**config.mk**
```make
export PLATFORM = sky130hd
export DESIGN_NAME = code_conv_sched
export DESIGN_NICKNAME = d
export VERILOG_FILES = /design/src/rtl/code_conv_sched_pkg.sv /design/src/rtl/rr_arbiter2.sv /design/src/rtl/code_conv_sched.sv
export SDC_FILE = /design/constraint.sdc
export NUM_CORES = 1
export LEC_CHECK = 0
export BUFFER_PORTS_ARGS = -buffer_cell sky130_fd_sc_hd__buf_2
export CAP_MARGIN = 10
export CORE_AREA = 2 2 52 54
export CTS_CLUSTER_DIAMETER = 150
export DETAILED_ROUTE_END_ITERATION = 7
export DIE_AREA = 0 0 54 56
export PLACE_DENSITY = 0.82
export SLEW_MARGIN = 10
export SYNTH_ARGS = -nofsm -noshare
export SYNTH_HDL_FRONTEND = slang
export SYNTH_SLANG_ARGS = --single-unit
```
**constraint.sdc**
```tcl
create_clock -name clk -period 2.2 [get_ports clk]
set_input_delay 0.22 -clock clk [delete_from_list [all_inputs] [get_ports clk]]
set_output_delay 0.22 -clock clk [all_outputs]
set_load 0.02 [all_outputs]
```
**src/rtl/code_conv_sched_pkg.sv**
```systemverilog
// ============================================================================
// Module   : code_conv_sched_pkg
// Purpose  : Shared types and defaults for the code_conv_sched sequencer.
// Revision : 1.0 - initial release
// ============================================================================
`default_nettype none

package code_conv_sched_pkg;

  localparam int CODE_W            = 4;
  localparam int DEF_SETTLE_CYCLES = 2;
  localparam int DEF_MAX_CODE      = 9;

  typedef enum logic [1:0] {
    ST_IDLE   = 2'd0,
    ST_WAIT   = 2'd1,
    ST_REJECT = 2'd2,
    ST_DONE   = 2'd3
  } state_t;

  function automatic logic code_legal(input logic [CODE_W-1:0] code,
                                      input logic [CODE_W-1:0] max_code);
    return (code <= max_code);
  endfunction

endpackage

`default_nettype wire

```
**src/rtl/rr_arbiter2.sv**
```systemverilog
// ============================================================================
// Module   : rr_arbiter2
// Purpose  : Two-requester round-robin arbiter with combinational grant.
// Revision : 1.0 - initial release
// ============================================================================
`default_nettype none

module rr_arbiter2 (
  input  logic clk,
  input  logic rst,
  input  logic req0,
  input  logic req1,
  input  logic en,
  output logic gnt0,
  output logic gnt1
);

  // Tie-break pointer: 1 means requester 1 wins the next tie. It only
  // toggles when a tie is actually resolved, so a lone request never
  // disturbs the fairness order between contending requesters.
  logic r_prio1;

  assign gnt0 = en & req0 & (~req1 | ~r_prio1);
  assign gnt1 = en & req1 & (~req0 |  r_prio1);

  always_ff @(posedge clk or posedge rst) begin
    if (rst) begin
      r_prio1 <= 1'b0;
    end else if (en && req0 && req1) begin
      r_prio1 <= ~r_prio1;
    end
  end

endmodule

`default_nettype wire

```
**src/rtl/code_conv_sched.sv**
```systemverilog
// ============================================================================
// Module   : code_conv_sched
// Purpose  : Arbitrates two requesters onto the shared BCD-to-excess-3
//            converter, waits the settle time and returns the result.
// Revision : 1.0 - initial release
// ============================================================================
`default_nettype none

module code_conv_sched
  import code_conv_sched_pkg::*;
#(
  parameter int SETTLE_CYCLES = DEF_SETTLE_CYCLES,
  parameter int MAX_CODE      = DEF_MAX_CODE
) (
  input  logic              clk,
  input  logic              rst,
  input  logic              req0,
  input  logic [CODE_W-1:0] data0,
  input  logic              req1,
  input  logic [CODE_W-1:0] data1,
  output logic              ack0,
  output logic              ack1,
  output logic [CODE_W-1:0] result,
  output logic              err,
  output logic              busy,
  output logic [CODE_W-1:0] conv_in,
  input  logic [CODE_W-1:0] conv_out
);

  localparam logic [3:0]        C_CNT_LAST = 4'(SETTLE_CYCLES - 1);
  localparam logic [CODE_W-1:0] C_MAX_CODE = CODE_W'(MAX_CODE);

  state_t            r_state,   w_state_nxt;
  logic [3:0]        r_cnt,     w_cnt_nxt;
  logic [CODE_W-1:0] r_conv_in, w_conv_in_nxt;
  logic [CODE_W-1:0] r_result,  w_result_nxt;
  logic              r_err,     w_err_nxt;
  logic              r_ack0,    w_ack0_nxt;
  logic              r_ack1,    w_ack1_nxt;
  logic              r_gnt1,    w_gnt1_id_nxt;
  logic              r_busy,    w_busy_nxt;

  logic              w_arb_en;
  logic              w_gnt0;
  logic              w_gnt1;
  logic [CODE_W-1:0] w_sel_data;

  assign w_arb_en   = (r_state == ST_IDLE);
  assign w_sel_data = w_gnt1 ? data1 : data0;

  rr_arbiter2 u_arb (
    .clk  (clk),
    .rst  (rst),
    .req0 (req0),
    .req1 (req1),
    .en   (w_arb_en),
    .gnt0 (w_gnt0),
    .gnt1 (w_gnt1)
  );

  always_ff @(posedge clk or posedge rst) begin
    if (rst) begin
      r_state   <= ST_IDLE;
      r_cnt     <= '0;
      r_conv_in <= '0;
      r_result  <= '0;
      r_err     <= 1'b0;
      r_ack0    <= 1'b0;
      r_ack1    <= 1'b0;
      r_gnt1    <= 1'b0;
      r_busy    <= 1'b0;
    end else begin
      r_state   <= w_state_nxt;
      r_cnt     <= w_cnt_nxt;
      r_conv_in <= w_conv_in_nxt;
      r_result  <= w_result_nxt;
      r_err     <= w_err_nxt;
      r_ack0    <= w_ack0_nxt;
      r_ack1    <= w_ack1_nxt;
      r_gnt1    <= w_gnt1_id_nxt;
      r_busy    <= w_busy_nxt;
    end
  end

  always_comb begin
    w_state_nxt   = r_state;
    w_cnt_nxt     = r_cnt;
    w_conv_in_nxt = r_conv_in;
    w_result_nxt  = r_result;
    w_err_nxt     = r_err;
    w_gnt1_id_nxt = r_gnt1;
    w_ack0_nxt    = 1'b0;
    w_ack1_nxt    = 1'b0;

    case (r_state)
      ST_IDLE: begin
        if (w_gnt0 || w_gnt1) begin
          w_gnt1_id_nxt = w_gnt1;
          // Illegal codes never reach the converter; conv_in keeps its value.
          if (code_legal(w_sel_data, C_MAX_CODE)) begin
            w_conv_in_nxt = w_sel_data;
            w_cnt_nxt     = '0;
            w_state_nxt   = ST_WAIT;
          end else begin
            w_state_nxt   = ST_REJECT;
          end
        end
      end
      ST_WAIT: begin
        if (r_cnt == C_CNT_LAST) begin
          w_result_nxt = conv_out;
          w_err_nxt    = 1'b0;
          w_ack0_nxt   = ~r_gnt1;
          w_ack1_nxt   =  r_gnt1;
          w_state_nxt  = ST_DONE;
        end else begin
          w_cnt_nxt    = r_cnt + 4'd1;
        end
      end
      ST_REJECT: begin
        w_result_nxt = '0;
        w_err_nxt    = 1'b1;
        w_ack0_nxt   = ~r_gnt1;
        w_ack1_nxt   =  r_gnt1;
        w_state_nxt  = ST_DONE;
      end
      ST_DONE: begin
        w_state_nxt = ST_IDLE;
      end
      default: begin
        w_state_nxt = ST_IDLE;
      end
    endcase

    w_busy_nxt = (w_state_nxt != ST_IDLE);
  end

  assign ack0    = r_ack0;
  assign ack1    = r_ack1;
  assign result  = r_result;
  assign err     = r_err;
  assign busy    = r_busy;
  assign conv_in = r_conv_in;

endmodule

`default_nettype wire

```
==> impl_metrics.tcl <==
set metrics [dict create \
    cp_data_arrival_time_ns 2.12 \
    critPathSlowestCell "dfrtp_1" \
    grt.total_usage_pct 18.6 \
    cp-end-kind "flip-flop" \
    synthSimpleGateAreaFrac_pct 17.8 \
    p_leak_uw 0.000649 \
    synth_cell_types 42 \
    seqCellArea_sq_um 500 \
    fin_crit_sh_pct 87.9 \
    yosys_most_used_dff "dfrtp_1" \
    rsz0062_at_grt "false" \
    initial_core_util_pct 48.1 \
    yosysWarnings 0 \
    post_cts_resized 0 \
    overflow 0 \
    clk_pin_slew_worst_paths_ns 0.10 \
    setup_slack_ns 0.265 \
    synth_top_family_by_area "compound AO/OA/AOI/OAI gates" \
    vias 1020 \
    placementRows 18 \
    irDropWorstVdd_uv 858 \
    synth_fa_ha_area_share_pct 6.42 \
    post-route-drc-count 0 \
    netlist_area_sq_um 1170 \
    antenna_cells 0 \
    die_area_sq_um 3020 \
    boundaryPins 28 \
    ys_ff_latch 20 \
    yosysTopAreaCellShare_pct 42.8 \
    seq_power_share_pct 34.1 \
    synthTopCellsByArea "dfrtp_1, ha_1, mux2_1" \
    antenna_left 0 \
    dpl.cell_count 171 \
    synth_compound_area_share_pct 18.9 \
    slowest_delay_ns 0.39 \
    hold_class "in -> async" \
    multi_input_area_sq_um 622 \
    regToRegSetupSlack_ns 0.27 \
    synth-xor-area-share_pct 0.749 \
    clock_skew_ns 0.00393 \
    synth_nets 137 \
    final_cells 174 \
    swShare_pct 45.2 \
    p_sw_uw 870 \
    synthArstFlopShare_pct 100 \
    synth_edf_count 0 \
    antenna_found_initial 0 \
    power_frac_comb_pct 57.3 \
    yosysTopAreaCell "dfrtp_1" \
    p_total_uw 1920 \
    internal_power_uw 1050 \
    syn_avg_cell_area_sq_um 10.2 \
    ys_top_cells_by_count "dfrtp_1, inv_1, nor2_1" \
    wl_per_cell_microns 14.4 \
    port-buffer-count 27 \
    drive_gt1_share_pct 27.1 \
    powerDensity_nw_per_um2 1410 \
    critPathKind "reg -> reg" \
    htreeDepth 1 \
    place_hpwl_microns 1950 \
    clock_sinks 20 \
    post-route-min-period_ns 1.93 \
    hold_viol_final 0 \
    die_h_microns 56 \
    cts_tree "built" \
    drt_iter0_markers 29 \
    rr_worst_depth 6 \
    place_ws_ns 0.269 \
    clockBufferDepth 2 \
    yosysSeqAreaShare_pct 42.8 \
    synthMuxAreaShare_pct 9.30 \
    outcome "finished, final reports clean" \
    grt_pass1_wl_microns 4220 \
    core_sq_um 2430 \
    post_cts_buffers 0 \
    crit_family "simple AND/OR/NAND/NOR gates" \
    cp_num_cells 6 \
    fillers 205 \
    fin_nets 168 \
    synth_cells 115 \
    crit_chain "inv_1 > ha_1 > and2_1 > and3_1 > nor3_4 > mux2_2" \
    syn2layout_area_growth_pct 16.5 \
    worstPathRequired_ns 2.39 \
    die_width_microns 54 \
    grt_pass1_vias 967 \
    slew_headroom_pct 49.5 \
    cts_buffers 3 \
    clk-insertion-delay-late_ns 0.29 \
    setup_viol 0 \
    routed_wl_microns 2510 \
    root_buffer "clkbuf_4" \
    grt_max_degree 21 \
    crit_buf_inv 1 \
    viasPerCell 5.86 \
    dr.pass1.iters 5 \
    synth.most_common_cell "dfrtp_1" \
    clockPowerShare_pct 8.6 \
    fmax_ghz 0.517 \
    gp_congestion 0.890 \
    tns_ns 0 \
    worst_slew_pin_slew_ns 0.756 \
    slew_viol_final 0 \
    start_kind "flip-flop" \
    cap_violations 0 \
    cp_max_fo 6 \
    holdBufCountCts 0 \
]
power groups by stage:
stage / clock [uW] / combinational (uW) / sequential (uW)
CTS: 172 / 1090 / 653
global route: 189 / 1190 / 673
detailed placement: 0 / 1080 / 662
floorplan: 0 / 687 / 767
global placement: 0 / 1060 / 649
finish: 166 / 1100 / 656
logic make-up after synthesis:
group | after synthesis
and+or+nand+nor | 35
AOI/OAI and AO/OA | 32
DFF | 20
buffers and inverters | 11
muxes | 10
adders and majority gates | 6
xor gates and xnor gates | 1
metrics by stage:
| step | area [sq um] | hold WS (ns) | utilization, % |
|---|---|---|---|
| floorplan | 1170 | 0.184 | - |
| detailed placement | 1340 | 0.392 | 55.1 |
| global placement | 1340 | 0.373 | 55.1 |
| finish | 1360 | 0.0355 | 56.0 |
| global route | 1360 | 0.112 | 56.0 |
| CTS | 1360 | 0.0640 | 56.0 |
sequential cells by signal, indices dropped and copies added, names as in the netlist:
signal and count:
ack0 1, ack1 1, busy 1, conv_in 4, err 1, r_cnt 4, r_gnt1 1, r_state 2
result 4, u_arb.r_prio1 1
path summary, 6_finish.rpt:
path / startpoint / end
setup / recovery: r_state[1]$_DFF_PP0_ / conv_in[1]$_DFFE_PP0P_
hold / removal: rst / result[3]$_DFFE_PP0P_
setup reg to reg: r_state[1]$_DFF_PP0_ / conv_in[1]$_DFFE_PP0P_
hold reg to reg: r_gnt1$_DFFE_PP0P_ / ack0$_DFF_PP0_
max in group asynchronous: rst / r_cnt[2]$_DFFE_PP0P_
min in group clk: conv_out[0] / result[0]$_DFFE_PP0P_
metal layers:
metal	vias to the layer above	wire (microns)	global-route usage, %
met4	0	44	7.86
met2	40	1290	30.1
li1	487	-	-
met3	5	129	2.42
met1	488	1040	24.1
met5	-	0	0
layout make-up:
class / count / share of cell area, %
Inverter: 8 / 2.20
Clock buffer: 3 / 1.65
Timing Repair Buffer: 29 / 11.0
Sequential cell: 20 / 36.7
Tap cell: 30 / 2.75
Multi-Input combinational cell: 84 / 45.6
cell usage in the layout, fill, tap and decap left out, drive strengths merged:
| master | Yosys | final |
|---|---|---|
| nand4bb | 1 | 1 |
| o21ai | 8 | 8 |
| nor4 | 3 | 3 |
| or4 | 1 | 1 |
| o31ai | 1 | 1 |
| buf | 3 | 29 |
| inv | 8 | 8 |
| o21a | 2 | 2 |
| and2 | 1 | 1 |
| and3 | 2 | 2 |
| nor2 | 8 | 8 |
| mux2 | 7 | 7 |
| dfrtp | 20 | 20 |
| o311a | 1 | 1 |
| clkbuf | 0 | 3 |
| o2bb2ai | 1 | 1 |
| a22o | 4 | 4 |
| xnor2 | 1 | 1 |
| and2b | 1 | 1 |
| a21o | 1 | 1 |
| nand2b | 1 | 1 |
| a2bb2oi | 1 | 1 |
| o22ai | 2 | 2 |
| nand2 | 6 | 6 |
| nor4b | 1 | 1 |
| o211ai | 1 | 1 |
| nand3 | 5 | 5 |
| nor3 | 2 | 2 |
| nand4b | 1 | 1 |
| mux2i | 3 | 3 |
| a22oi | 1 | 1 |
| ha | 6 | 6 |
| a31oi | 2 | 2 |
| a21oi | 5 | 5 |
| nand4 | 1 | 1 |
| and4bb | 1 | 1 |
| a211o | 1 | 1 |
| o2111ai | 1 | 1 |
Note: power is estimated with default switching activity, not from simulation.
